[config.mk]
export PLATFORM = sky130hd
export DESIGN_NAME = pool_1_flat
export DESIGN_NICKNAME = d
export VERILOG_FILES = /design/src/rtl/pool_1_if.sv /design/src/rtl/pool_1.sv /design/src/flat_wrapper.sv
export SDC_FILE = /design/constraint.sdc
export NUM_CORES = 1
export LEC_CHECK = 0
export ABC_CLOCK_PERIOD_IN_PS = 6750
export CORE_MARGIN = 3
export CORE_UTILIZATION = 60
export DETAILED_ROUTE_END_ITERATION = 6
export PLACE_DENSITY_LB_ADDON = 0.05
export SLEW_MARGIN = 15
export SYNTH_ARGS = -nofsm -noshare
export SYNTH_HDL_FRONTEND = slang
export SYNTH_SLANG_ARGS = --single-unit
[constraint.sdc]
create_clock -name clk -period 6.75 [get_ports clk]
set_input_delay 2.025 -clock clk [delete_from_list [all_inputs] [get_ports clk]]
set_output_delay 2.025 -clock clk [all_outputs]
set_load 0.02 [all_outputs]
[src/rtl/pool_1_if.sv]
// BRAM-side bus of the first pooling stage: read port of the conv-1 result
// BRAM and write port of the pool-1 result BRAM.
interface pool_1_if;
  logic [7:0]  conv_result_bram_douta;
  logic        conv_result_bram_ena;
  logic [14:0] conv_result_bram_addra;
  logic        pool_result_bram_ena;
  logic        pool_result_bram_wea;
  logic [11:0] pool_result_bram_addra;
  logic [7:0]  pool_result_bram_dina;

  modport master (
    input  conv_result_bram_douta,
    output conv_result_bram_ena,
    output conv_result_bram_addra,
    output pool_result_bram_ena,
    output pool_result_bram_wea,
    output pool_result_bram_addra,
    output pool_result_bram_dina
  );

  modport slave (
    output conv_result_bram_douta,
    input  conv_result_bram_ena,
    input  conv_result_bram_addra,
    input  pool_result_bram_ena,
    input  pool_result_bram_wea,
    input  pool_result_bram_addra,
    input  pool_result_bram_dina
  );
endinterface

[src/rtl/pool_1.sv]
// LeNet pool-1: 2x2 stride-2 signed max pooling over DEPTH maps of
// IN_SIZE x IN_SIZE read from the conv-1 BRAM into the pool-1 BRAM.
module pool_1 #(
  parameter int READ_WAIT        = 3,
  parameter int CONV_RESULT_BASE = 0,
  parameter int POOL_RESULT_BASE = 0,
  parameter int DEPTH            = 20,
  parameter int IN_SIZE          = 24,
  parameter int OUT_SIZE         = 12
) (
  input  logic     clk,
  input  logic     rst,
  input  logic     pool_1_en,
  output logic     pool_1_finish,
  pool_1_if.master bram
);

  localparam int FW      = $clog2(DEPTH + 1);
  localparam int PW      = $clog2(OUT_SIZE + 1);
  localparam int WW      = $clog2(READ_WAIT + 1);
  localparam int MAP_IN  = IN_SIZE * IN_SIZE;
  localparam int MAP_OUT = OUT_SIZE * OUT_SIZE;

  typedef enum logic [2:0] {
    IDLE  = 3'd0,
    CHECK = 3'd1,
    LOAD  = 3'd2,
    STORE = 3'd3,
    DONE  = 3'd4
  } state_t;

  state_t         state, state_d;
  logic [FW-1:0]  f, f_d;
  logic [PW-1:0]  r, r_d, c, c_d;
  logic [1:0]     k, k_d;
  logic [WW-1:0]  wait_cnt, wait_d;
  logic [7:0]     max_val, max_d;
  logic           conv_ena, conv_ena_d;
  logic [14:0]    conv_addr, conv_addr_d;
  logic           pool_ena, pool_ena_d;
  logic           pool_wea, pool_wea_d;
  logic [11:0]    pool_addr, pool_addr_d;
  logic [7:0]     pool_dina, pool_dina_d;
  logic           finish, finish_d;
  int             rd_addr, wr_addr;

  // k[1] selects the window row (dy), k[0] the column (dx).
  always_comb begin
    rd_addr = CONV_RESULT_BASE + int'(f) * MAP_IN
            + (2 * int'(r) + int'(k[1])) * IN_SIZE
            + 2 * int'(c) + int'(k[0]);
    wr_addr = POOL_RESULT_BASE + int'(f) * MAP_OUT + int'(r) * OUT_SIZE + int'(c);
  end

  always_comb begin
    // NOTE: every next-state signal starts from its held value so that no
    // path through the case leaves one unassigned and infers a latch.
    state_d     = state;
    f_d         = f;
    r_d         = r;
    c_d         = c;
    k_d         = k;
    wait_d      = wait_cnt;
    max_d       = max_val;
    conv_ena_d  = conv_ena;
    conv_addr_d = conv_addr;
    pool_ena_d  = pool_ena;
    pool_wea_d  = pool_wea;
    pool_addr_d = pool_addr;
    pool_dina_d = pool_dina;
    finish_d    = finish;

    // Outside DONE a low enable freezes everything; the read port stays
    // enabled on the same address, so the pending BRAM data is still valid.
    case (state)
      IDLE: if (pool_1_en) begin
        f_d      = '0;
        r_d      = '0;
        c_d      = '0;
        k_d      = '0;
        wait_d   = '0;
        max_d    = '0;
        finish_d = 1'b0;
        state_d  = CHECK;
      end

      CHECK: if (pool_1_en) begin
        pool_ena_d = 1'b0;
        pool_wea_d = 1'b0;
        if (int'(f) == DEPTH) begin
          finish_d = 1'b1;
          state_d  = DONE;
        end else begin
          k_d     = '0;
          wait_d  = '0;
          state_d = LOAD;
        end
      end

      LOAD: if (pool_1_en) begin
        if (wait_cnt == '0) begin
          conv_ena_d  = 1'b1;
          conv_addr_d = 15'(rd_addr);
          wait_d      = wait_cnt + WW'(1);
        end else if (int'(wait_cnt) < READ_WAIT) begin
          wait_d = wait_cnt + WW'(1);
        end else begin
          if (k == 2'd0 || $signed(bram.conv_result_bram_douta) > $signed(max_val))
            max_d = bram.conv_result_bram_douta;
          wait_d = '0;
          k_d    = k + 2'd1;
          if (k == 2'd3) begin
            conv_ena_d = 1'b0;
            state_d    = STORE;
          end
        end
      end

      STORE: if (pool_1_en) begin
        pool_ena_d  = 1'b1;
        pool_wea_d  = 1'b1;
        pool_addr_d = 12'(wr_addr);
        pool_dina_d = max_val;
        if (int'(c) == OUT_SIZE - 1) begin
          c_d = '0;
          if (int'(r) == OUT_SIZE - 1) begin
            r_d = '0;
            f_d = f + FW'(1);
          end else begin
            r_d = r + PW'(1);
          end
        end else begin
          c_d = c + PW'(1);
        end
        state_d = CHECK;
      end

      DONE: if (!pool_1_en) begin
        finish_d = 1'b0;
        state_d  = IDLE;
      end

      default: begin
        conv_ena_d = 1'b0;
        pool_ena_d = 1'b0;
        pool_wea_d = 1'b0;
        state_d    = IDLE;
      end
    endcase
  end

  // NOTE: state registers use non-blocking assignments so every register
  // samples the pre-edge values, independent of statement order.
  always_ff @(posedge clk) begin
    // NOTE: the reset is synchronous and clears every register, including
    // the output address/data registers, so the BRAM ports idle at zero.
    if (rst) begin
      state     <= IDLE;
      f         <= '0;
      r         <= '0;
      c         <= '0;
      k         <= '0;
      wait_cnt  <= '0;
      max_val   <= '0;
      conv_ena  <= 1'b0;
      conv_addr <= '0;
      pool_ena  <= 1'b0;
      pool_wea  <= 1'b0;
      pool_addr <= '0;
      pool_dina <= '0;
      finish    <= 1'b0;
    end else begin
      state     <= state_d;
      f         <= f_d;
      r         <= r_d;
      c         <= c_d;
      k         <= k_d;
      wait_cnt  <= wait_d;
      max_val   <= max_d;
      conv_ena  <= conv_ena_d;
      conv_addr <= conv_addr_d;
      pool_ena  <= pool_ena_d;
      pool_wea  <= pool_wea_d;
      pool_addr <= pool_addr_d;
      pool_dina <= pool_dina_d;
      finish    <= finish_d;
    end
  end

  assign bram.conv_result_bram_ena   = conv_ena;
  assign bram.conv_result_bram_addra = conv_addr;
  assign bram.pool_result_bram_ena   = pool_ena;
  assign bram.pool_result_bram_wea   = pool_wea;
  assign bram.pool_result_bram_addra = pool_addr;
  assign bram.pool_result_bram_dina  = pool_dina;
  assign pool_1_finish               = finish;

endmodule

[src/flat_wrapper.sv]
// flat-port wrapper written by rule: the top's interface ports become plain ports
module pool_1_flat 
#(
  parameter int READ_WAIT        = 3,
  parameter int CONV_RESULT_BASE = 0,
  parameter int POOL_RESULT_BASE = 0,
  parameter int DEPTH            = 20,
  parameter int IN_SIZE          = 24,
  parameter int OUT_SIZE         = 12
)
  (clk, rst, pool_1_en, pool_1_finish, bram_conv_result_bram_douta, bram_conv_result_bram_ena, bram_conv_result_bram_addra, bram_pool_result_bram_ena, bram_pool_result_bram_wea, bram_pool_result_bram_addra, bram_pool_result_bram_dina);
  pool_1_if bram_i ();
  input  logic clk;
  input  logic rst;
  input  logic pool_1_en;
  output logic pool_1_finish;
  input wire logic [$bits(bram_i.conv_result_bram_douta)-1:0] bram_conv_result_bram_douta;
  output wire logic [$bits(bram_i.conv_result_bram_ena)-1:0] bram_conv_result_bram_ena;
  output wire logic [$bits(bram_i.conv_result_bram_addra)-1:0] bram_conv_result_bram_addra;
  output wire logic [$bits(bram_i.pool_result_bram_ena)-1:0] bram_pool_result_bram_ena;
  output wire logic [$bits(bram_i.pool_result_bram_wea)-1:0] bram_pool_result_bram_wea;
  output wire logic [$bits(bram_i.pool_result_bram_addra)-1:0] bram_pool_result_bram_addra;
  output wire logic [$bits(bram_i.pool_result_bram_dina)-1:0] bram_pool_result_bram_dina;
  assign bram_i.conv_result_bram_douta = bram_conv_result_bram_douta;
  assign bram_conv_result_bram_ena = bram_i.conv_result_bram_ena;
  assign bram_conv_result_bram_addra = bram_i.conv_result_bram_addra;
  assign bram_pool_result_bram_ena = bram_i.pool_result_bram_ena;
  assign bram_pool_result_bram_wea = bram_i.pool_result_bram_wea;
  assign bram_pool_result_bram_addra = bram_i.pool_result_bram_addra;
  assign bram_pool_result_bram_dina = bram_i.pool_result_bram_dina;
  pool_1 #(.READ_WAIT(READ_WAIT), .CONV_RESULT_BASE(CONV_RESULT_BASE), .POOL_RESULT_BASE(POOL_RESULT_BASE), .DEPTH(DEPTH), .IN_SIZE(IN_SIZE), .OUT_SIZE(OUT_SIZE)) u_core (.clk(clk), .rst(rst), .pool_1_en(pool_1_en), .pool_1_finish(pool_1_finish), .bram(bram_i));
endmodule
==> impl_metrics.py <==
metrics = {
    "grt": {
        "antenna_found_initial": 0,
        "grt_remaining_overflow": 0,
        "grt_max_degree": 55,
        "grt_pass1_wl_um": 15500,
        "grt_usage_pct": 25.6,
        "grt_pass1_vias": 3143,
    },
    "pwr": {
        "seqPwrFrac_pct": 45.2,
        "power_switching_mw": 0.208,
        "p_clk_share_pct": 46.6,
        "total_power_mw": 0.885,
        "internal_power_mw": 0.678,
        "pwr_density_cell_mw_per_mm2": 186,
        "p_comb_share_pct": 8.2,
        "vdd_drop_max_mv": 0.159,
        "sw_frac_of_total_pct": 23.5,
        "p_leak_nw": 1.92,
    },
    "route": {
        "top_layer": "met4",
        "vias": 3531,
        "wl_met3_um": 586,
        "met1Wirelength_um": 4390,
        "wirelength_um": 9260,
        "dr.first_iter.drc_count": 200,
        "first_pass_iters": 4,
        "wl_met2_um": 4100,
        "detail_route.wl_per_cell_um": 15.1,
        "ant_nets": 0,
        "detail_route.vias_per_cell": 5.76,
        "drc": 0,
    },
    "yosys": {
        "async_flop_share_pct": 0,
        "muxShareOfSynthArea_pct": 3.29,
        "yosys_register_bits": 66,
        "ys.flop_type": "dfxtp_1",
        "synth-xor-area-share_pct": 4.56,
        "synth-compound-area-share_pct": 16.5,
        "synth_top_area_share_pct": 32.8,
        "yosys.area_share.adder_pct": 15.5,
        "synth_top_family_by_area": "simple AND/OR/NAND/NOR gates",
        "synth_edf_count": 0,
        "synthTopCellsByArea": "dfxtp_1, ha_1, nand2_1",
        "synth-simple-area-share_pct": 22.3,
        "avgSynthCellArea_um2": 8.21,
        "synth_cell_types": 60,
        "netlist_area_mm2": 0.00403,
        "yosys.area.top_type": "dfxtp_1",
        "synth_seq_area_share_pct": 32.8,
        "syn_inst": 491,
        "ys_warn_count": 0,
        "synth_fp_nets": 549,
    },
    "run": {
        "cap_violations": 0,
    },
    "cts": {
        "htreeDepth": 3,
        "clk_latency_ns": 0.35,
        "root_buffer": "clkbuf_8",
        "cts_sinks": 66,
        "cts_hold_buf": 0,
        "cts_tree": "yes",
        "postCtsSetupBuffers": 0,
        "ctsResizeCount": 0,
        "numCtsBuffers": 9,
        "clk_pin_slew_ns": 0.07,
        "cts_max_path_buffers": 2,
    },
    "floorplan": {
        "die_y_um": 88.0,
        "dieArea_mm2": 0.00774,
        "coreArea_mm2": 0.00642,
        "boundaryPins": 50,
        "rows": 29,
        "die_x_um": 88.0,
        "initial_core_util_pct": 62.8,
    },
    "cells_and_area": {
        "final_area_mm2": 0.00476,
        "nFillCells": 521,
        "final_cells": 613,
        "drive_above_1_share_pct": 5.41,
        "syn2layout_area_growth_pct": 18.0,
        "nNetsFinal": 589,
        "diodes": 0,
    },
    "placement": {
        "pre_cts_slack_ns": 2.45,
        "place_inst": 597,
        "post_dp_cell_area_mm2": 0.00451,
        "dp_hpwl_um": 6600,
        "gp_congestion": 0.915,
        "io_buffers": 49,
    },
    "timing": {
        "rsz0062_at_grt": "no",
        "maxSlewViolCount": 0,
        "max_freq_mhz": 253,
        "skew_ns": 0.0102,
        "tns_ns": 0,
        "setup_ws_ns": 2.80,
        "tightest_slew_ns": 0.949,
        "slew_headroom_pct": 36.7,
        "setup_viol": 0,
        "fin_crit_ns": 3.95,
        "report.final.hold_viol_count": 0,
        "finalCritPeriodShare_pct": 58.5,
    },
    "worst_setup_path": {
        "path_max_fanout": 15,
        "path_class": "input pin to flip-flop",
        "slowest_stage": "clkdlybuf4s50_1",
        "cp-startpoint": "pool_1_en",
        "reg2reg_from": "u_core.r[0]",
        "slowest_delay_ns": 0.74,
        "crit_path_start_kind": "input pin",
        "required_ns": 7.03,
        "reg2reg_slack_ns": 3.33,
        "path_cells": "clkdlybuf4s50_1, nand4_1, or4_1, nand3_1",
        "endpoint_kind": "flip-flop",
        "r2r_end": "u_core.bram.conv_result_bram_addra[10]",
        "worstRegToRegCells": 11,
        "cp.arrival_ns": 4.23,
    },
    "hold_path": {
        "hold_start": "u_core.bram.conv_result_bram_addra[12]",
        "min_path_type": "flip-flop to flip-flop",
        "hold_end": "u_core.bram.conv_result_bram_addra[12]",
        "min_path_cells": 2,
    },
    "outcome": {
        "run_status": "finished clean",
    },
}
[worst max path at each step]
stage,to,slack [ns],cells after the start
2_1_floorplan,u_core.max_val[0],3.44,6
3_3_place_gp,u_core.bram.conv_result_bram_addra[13],2.54,4
3_5_place_dp,u_core.bram.conv_result_bram_addra[13],2.45,4
4_1_cts,u_core.bram.conv_result_bram_addra[13],2.79,4
5_1_grt,u_core.bram.conv_result_bram_addra[13],2.65,4
6_report,u_core.bram.conv_result_bram_addra[13],2.80,4
[kinds of logic (layout without fill, tap and decap cells)]
family | count (synthesis) | after routing
buffers and inverters | 47 | 92
adder cells (fa/ha/maj) | 47 | 47
AO/OA/AOI/OAI | 105 | 105
multiplexers | 13 | 13
XOR/XNOR | 21 | 21
AND/OR/NAND/NOR | 192 | 192
flip-flops | 66 | 66
[layout make-up]
cell class,count,area (um^2),share of cell area (%)
Multi-Input combinational cell,378,2500,52.7
Clock inverter,4,98.8,2.08
Sequential cell,66,1320,27.8
Tap cell,77,96.3,2.03
Inverter,26,97.6,2.05
Clock buffer,12,145,3.05
Timing Repair Buffer,50,493,10.4
[sequential cells by signal, indices dropped and copies added (netlist names)]
| signal | count |
|---|---|
| u_core.bram.pool_result_bram_addra | 12 |
| u_core.pool_1_finish | 1 |
| u_core.c | 4 |
| u_core.bram.conv_result_bram_ena | 1 |
| u_core.state | 3 |
| u_core.r | 4 |
| u_core.wait_cnt | 2 |
| u_core.f | 5 |
| u_core.bram.pool_result_bram_ena | 1 |
| u_core.max_val | 8 |
| u_core.k | 2 |
| u_core.bram.conv_result_bram_addra | 15 |
| u_core.bram.pool_result_bram_dina | 8 |
[cells in the final DEF, fill, tap and decap left out, types with 3 or more instances in the layout]
cell type	n
a211oi_1	5
a21o_1	6
a21oi_1	47
a31oi_1	4
and3_1	4
bufinv_16	3
clkbuf_8	10
clkdlybuf4s50_1	48
dfxtp_1	66
fa_1	5
ha_1	42
inv_1	26
mux2i_1	11
nand2_1	83
nand2b_1	5
nand3_1	14
nand4_1	7
nor2_1	35
nor2b_1	4
nor3_1	16
nor4b_1	3
o21ai_0	16
o31ai_1	4
or4_1	3
xnor2_1	11
xor2_1	10
[through the flow]
step / hold slack [ns] / util (%)
floorplan: 0.445 / -
global placement: 0.439 / 70.3
detailed placement: 0.442 / 70.3
CTS: 0.453 / 74.1
global route: 0.463 / 74.1
finish: 0.449 / 74.1
[power groups by stage]
stage	combinational, mW	clock, mW	sequential, mW
floorplan	0.0525	0	0.407
global placement	0.0699	0	0.409
detailed placement	0.0712	0	0.409
CTS	0.0721	0.417	0.400
global route	0.0808	0.438	0.401
finish	0.0722	0.413	0.400
[critical path, delay by kind of cell]
kind	cells	cell delay, ns
simple gates	3	1.46
buf+inv	1	0.74
[metal layers]
| layer | global-route usage, % | vias to the layer above |
|---|---|---|
| li1 | - | 1795 |
| met1 | 36.1 | 1623 |
| met2 | 38.4 | 97 |
| met3 | 4.42 | 16 |
| met4 | 11.4 | 0 |
| met5 | 0 | - |
[Yosys cell counts (all sizes together), types with 5 or more instances]
library cell and n:
a211oi 6, a21o 6, a21oi 47, buf 12, clkbuf 9, dfxtp 66
fa 5, ha 42, inv 26, mux2i 11, nand2 84, nand2b 5
nand3 14, nand4 7, nor2 38, nor3 16, o21ai 19, xnor2 11
xor2 10
(Power assumes the default switching activity.)
